[src/rtl/mem_bus_arbiter.sv]
// Round-robin arbiter sharing one memory port between the CPU bus and a DMA port.
// One transaction per grant, fixed wait states, one-cycle ack per requester.
module mem_bus_arbiter #(
    parameter int unsigned ADDR_W      = 13,
    parameter int unsigned DATA_W      = 8,
    parameter int unsigned WAIT_CYCLES = 1
) (
    input  logic              clk,
    input  logic              rst_n,
    input  logic              cpu_req,
    input  logic              cpu_wr,
    input  logic [ADDR_W-1:0] cpu_addr,
    input  logic [DATA_W-1:0] cpu_wdata,
    output logic [DATA_W-1:0] cpu_rdata,
    output logic              cpu_ack,
    input  logic              dma_req,
    input  logic              dma_wr,
    input  logic [ADDR_W-1:0] dma_addr,
    input  logic [DATA_W-1:0] dma_wdata,
    output logic [DATA_W-1:0] dma_rdata,
    output logic              dma_ack,
    output logic [ADDR_W-1:0] mem_addr,
    output logic              mem_rd,
    output logic              mem_wr,
    output logic [DATA_W-1:0] mem_wdata,
    input  logic [DATA_W-1:0] mem_rdata,
    output logic              owner,
    output logic              busy
);

    typedef enum logic [1:0] {
        IDLE   = 2'd0,
        ACCESS = 2'd1,
        DONE   = 2'd2
    } state_t;

    state_t            state_q, state_d;
    logic [3:0]        cnt_q, cnt_d;
    logic              wr_q, wr_d;
    logic [ADDR_W-1:0] addr_q, addr_d;
    logic [DATA_W-1:0] wdata_q, wdata_d;
    logic              owner_q, owner_d;
    logic              last_q, last_d;
    logic [DATA_W-1:0] cpu_rdata_q, cpu_rdata_d;
    logic [DATA_W-1:0] dma_rdata_q, dma_rdata_d;
    logic              pick_dma;
    logic              in_acc;

    // DMA wins only when alone or when the CPU had the last grant
    assign pick_dma = dma_req & (~cpu_req | ~last_q);

    always_comb begin
        state_d     = state_q;
        cnt_d       = cnt_q;
        wr_d        = wr_q;
        addr_d      = addr_q;
        wdata_d     = wdata_q;
        owner_d     = owner_q;
        last_d      = last_q;
        cpu_rdata_d = cpu_rdata_q;
        dma_rdata_d = dma_rdata_q;
        unique case (state_q)
            IDLE: begin
                if (cpu_req | dma_req) begin
                    state_d = ACCESS;
                    cnt_d   = 4'(WAIT_CYCLES);
                    owner_d = pick_dma;
                    last_d  = pick_dma;
                    wr_d    = pick_dma ? dma_wr : cpu_wr;
                    addr_d  = pick_dma ? dma_addr : cpu_addr;
                    wdata_d = pick_dma ? dma_wdata : cpu_wdata;
                end
            end
            ACCESS: begin
                if (cnt_q == 4'd0) begin
                    state_d = DONE;
                    if (!wr_q) begin
                        if (owner_q) dma_rdata_d = mem_rdata;
                        else         cpu_rdata_d = mem_rdata;
                    end
                end else begin
                    cnt_d = cnt_q - 4'd1;
                end
            end
            DONE: begin
                state_d = IDLE;
            end
            default: begin
                state_d = IDLE;
            end
        endcase
    end

    always_ff @(posedge clk or negedge rst_n) begin
        if (!rst_n) begin
            state_q     <= IDLE;
            cnt_q       <= 4'd0;
            wr_q        <= 1'b0;
            addr_q      <= '0;
            wdata_q     <= '0;
            owner_q     <= 1'b0;
            last_q      <= 1'b1;
            cpu_rdata_q <= '0;
            dma_rdata_q <= '0;
        end else begin
            state_q     <= state_d;
            cnt_q       <= cnt_d;
            wr_q        <= wr_d;
            addr_q      <= addr_d;
            wdata_q     <= wdata_d;
            owner_q     <= owner_d;
            last_q      <= last_d;
            cpu_rdata_q <= cpu_rdata_d;
            dma_rdata_q <= dma_rdata_d;
        end
    end

    // Strobes decode straight from the state flop so reset drops them at once
    assign in_acc    = (state_q == ACCESS);
    assign mem_rd    = in_acc & ~wr_q;
    assign mem_wr    = in_acc & wr_q;
    assign mem_addr  = in_acc ? addr_q : '0;
    assign mem_wdata = in_acc ? wdata_q : '0;
    assign cpu_ack   = (state_q == DONE) & ~owner_q;
    assign dma_ack   = (state_q == DONE) & owner_q;
    assign busy      = (state_q == ACCESS) | (state_q == DONE);
    assign owner     = owner_q;
    assign cpu_rdata = cpu_rdata_q;
    assign dma_rdata = dma_rdata_q;

endmodule

[config.mk]
export PLATFORM = sky130hd
export DESIGN_NAME = mem_bus_arbiter
export DESIGN_NICKNAME = d
export VERILOG_FILES = /design/src/rtl/mem_bus_arbiter.sv
export SDC_FILE = /design/constraint.sdc
export NUM_CORES = 1
export LEC_CHECK = 0
export BUFFER_PORTS_ARGS = -buffer_cell sky130_fd_sc_hd__buf_2
export CAP_MARGIN = 15
export CORE_ASPECT_RATIO = 1.2
export CORE_MARGIN = 3
export CORE_UTILIZATION = 47
export CTS_CLUSTER_DIAMETER = 80
export DETAILED_ROUTE_END_ITERATION = 7
export HOLD_SLACK_MARGIN = 0.1
export PLACE_DENSITY_LB_ADDON = 0.2
export SLEW_MARGIN = 5
export SYNTH_ARGS = -nofsm -noshare
export SYNTH_HDL_FRONTEND = slang
export SYNTH_SLANG_ARGS = --single-unit
[constraint.sdc]
create_clock -name clk -period 2.64 [get_ports clk]
set_clock_uncertainty 0.15 [all_clocks]
set_input_delay 0.264 -clock clk [delete_from_list [all_inputs] [get_ports clk]]
set_output_delay 0.264 -clock clk [all_outputs]
set_load 0.005 [all_outputs]
==> flow_summary.json <==
{
  "fillers": 366,
  "worstPathRequired_ps": 2680,
  "dp_slack_ps": 340,
  "reg2reg_depth": 5,
  "avgSynthCellArea_um2": 10.9,
  "synthXorXnorAreaFrac_pct": 0,
  "port_buffers": 98,
  "ys_warn_count": 0,
  "r2r_slack_ps": 340,
  "synth_top_family_by_area": "multiplexers",
  "design_area_mm2": 0.00312,
  "ys.flop_type": "dfrtp_1",
  "async_flop_share_pct": 100,
  "p_leak_nw": 1.56,
  "dpl_cell_area_mm2": 0.00282,
  "hp-class": "primary input to flop",
  "antennaDiodeCount": 0,
  "post-route-util_pct": 70.6,
  "tightest_slew_ps": 716,
  "drv_slew": 0,
  "fmax_mhz": 435,
  "clock_latency_ps": 300,
  "overflow": 0,
  "vias": 1896,
  "grt_pass1_vias": 1946,
  "grt_antenna_before_repair": 0,
  "layout.cells.non_filler": 383,
  "die_h_um": 81.7,
  "cts_root_buf": "clkbuf_8",
  "path_max_fanout": 8,
  "reg2reg_to": "cpu_rdata[2]$_DFFE_PN0P_",
  "grt_setup_unrepaired": "false",
  "place.gp.congestion": 0.907,
  "r2r-start": "cnt_q[0]$_DFFE_PN0P_",
  "yosysTopAreaCellShare_pct": 50.2,
  "via_per_inst": 4.95,
  "grt_pass1_wl_um": 8580,
  "synth_cell_types": 34,
  "synth_mux_area_share_pct": 17.8,
  "coreArea_mm2": 0.00442,
  "synthTopCellsByArea": "dfrtp_1 (50%), mux2i_1 (9.8%), mux2_2 (8.0%)",
  "crit_end": "cpu_rdata[2]$_DFFE_PN0P_",
  "synth_top_cell_by_area": "dfrtp_1",
  "drv_cap": 0,
  "timing.final.crit_share_pct": 87.0,
  "cts.path.max_buffers": 2,
  "ys_ff_latch": 46,
  "synthSimpleGateAreaFrac_pct": 15.9,
  "syn_to_final_growth_pct": 39.1,
  "relSlewSlack_pct": 52.2,
  "numCtsBuffers": 5,
  "worst_slack_ps": 343,
  "htree_levels": 2,
  "drc": 0,
  "clk_pin_slew_ps": 80,
  "dp_hpwl_um": 3840,
  "yosysSeqAreaShare_pct": 51.3,
  "min_period_ps": 2300,
  "multi_input_area_mm2": 0.00105,
  "row_count": 26,
  "start_util_pct": 50.7,
  "power_density_mw_per_mm2": 1030,
  "final_nets": 387,
  "clkSinkCount": 46,
  "wl_per_cell_um": 13.6,
  "cp.arrival_ps": 2340,
  "final.setup.tns_ps": 0,
  "drive_above_1_share_pct": 40.4,
  "synthCells": 205,
  "crit_type": "flop to flop",
  "status": "completed",
  "startpoint_type": "flop",
  "fp.dieArea_mm2": 0.00564,
  "synthesis.area_mm2": 0.00224,
  "crit_start": "cnt_q[0]$_DFFE_PN0P_",
  "yosys-top-cells-count": "dfrtp_1 (45), o21ai_0 (25), and2_1 (23)",
  "grt_max_degree": 33,
  "cp-end-kind": "flop",
  "die_w_um": 69.1,
  "ant_nets": 0,
  "synth_edf_count": 0,
  "holdPathStages": 3,
  "cts_tree": "built",
  "firstDrtPassIters": 4,
  "syn_nets": 266,
  "io_pins": 99,
  "ff_latch_area_mm2": 0.00115,
  "dp.cells": 354,
  "track_usage_pct": 19.1,
  "setup_viol": 0,
  "routed_wl_um": 5200,
  "drt_iter0_drc": 54,
  "synthAdderAreaFrac_pct": 2.79,
  "synth.most_common_cell": "dfrtp_1",
  "hold_viol": 0,
  "synth_compound_area_share_pct": 9.48,
  "vdd_ir_drop_max_uv": 512
}
## layout by cell type (no fill, tap or decap), drive strengths merged, types with 2 or more instances in the layout
cell type | netlist | routed
inv | 5 | 5
nor3b | 2 | 2
clkbuf | 7 | 6
a21oi | 3 | 3
nor2b | 2 | 2
nand2 | 22 | 22
and2 | 23 | 23
o21ai | 26 | 26
mux2 | 16 | 16
mux2i | 22 | 22
ha | 5 | 5
nand3 | 2 | 2
buf | 3 | 103
dfrtp | 45 | 45
nor4 | 3 | 3
nor3 | 2 | 2
o211ai | 2 | 2
dlygate4sd3 | 0 | 21
## registers in the layout, summed over array words and instances (netlist names)
name       cells
last_q         1
wdata_q        8
cpu_rdata      8
state_q        2
cnt_q          4
addr_q        13
dma_rdata      8
owner          1
wr_q           1
## area by class of cell
class / instances / area share, %
Clock inverter: 2 / 0.401
Sequential cell: 46 / 36.9
Inverter: 5 / 0.601
Timing Repair Buffer: 124 / 23.6
Clock buffer: 6 / 2.65
Tap cell: 56 / 2.24
Multi-Input combinational cell: 144 / 33.5
## power by group
| group | total [mW] | internal [mW] | switching (mW) |
|---|---|---|---|
| registers | 1.27 | 1.06 | 0.202 |
| clock network | 0.447 | 0.210 | 0.237 |
| logic | 1.50 | 0.746 | 0.759 |
## stage by stage
| step | hold slack (ps) | power, mW |
|---|---|---|
| global route | 103 | 3.51 |
| global placement | 110 | 2.70 |
| finish | 99.2 | 3.22 |
| floorplan | -182 | 2.15 |
| CTS | 100 | 3.25 |
| detailed placement | 108 | 2.77 |
## how the worst min path moves through the flow
stage	start	to	slack, ps
final	cpu_wdata[2]	wdata_q[2]$_DFFE_PN0P_	100
after global routing	dma_wdata[6]	wdata_q[6]$_DFFE_PN0P_	100
after CTS	dma_addr[3]	addr_q[3]$_DFFE_PN0P_	100
after detailed placement	rst_n	state_q[1]$_DFFE_PN0P_	110
after global placement	rst_n	state_q[1]$_DFFE_PN0P_	110
after floorplan	rst_n	addr_q[0]$_DFFE_PN0P_	-180
## timing repair
action / 4_1_cts / 5_1_grt
hold buffers: 20 / 1
resized for setup: 0 / 0
setup buffers: 0 / 0
endpoints found under the hold margin: 43 / 1
## routing by layer
metal	vias to the layer above	wire length [um]	track usage, %
li1	955	-	-
met1	869	2140	22.2
met2	68	2650	33.6
met3	4	367	5.63
met4	0	52	7.23
met5	-	0	0
## worst max-delay path, stage by stage, from the launching register on
cell	delay [ps]
dfrtp_1	400
inv_1	120
ha_1	190
or3b_1	490
nor4_4	430
mux2_2	400
## logic make-up after synthesis
group,Yosys count
AO/OA/AOI/OAI,38
adder cells (fa/ha/maj),5
buffers and inverters,15
flip-flops,46
multiplexers,38
AND/OR/NAND/NOR,63
Note: power is estimated with default switching activity, not from simulation.
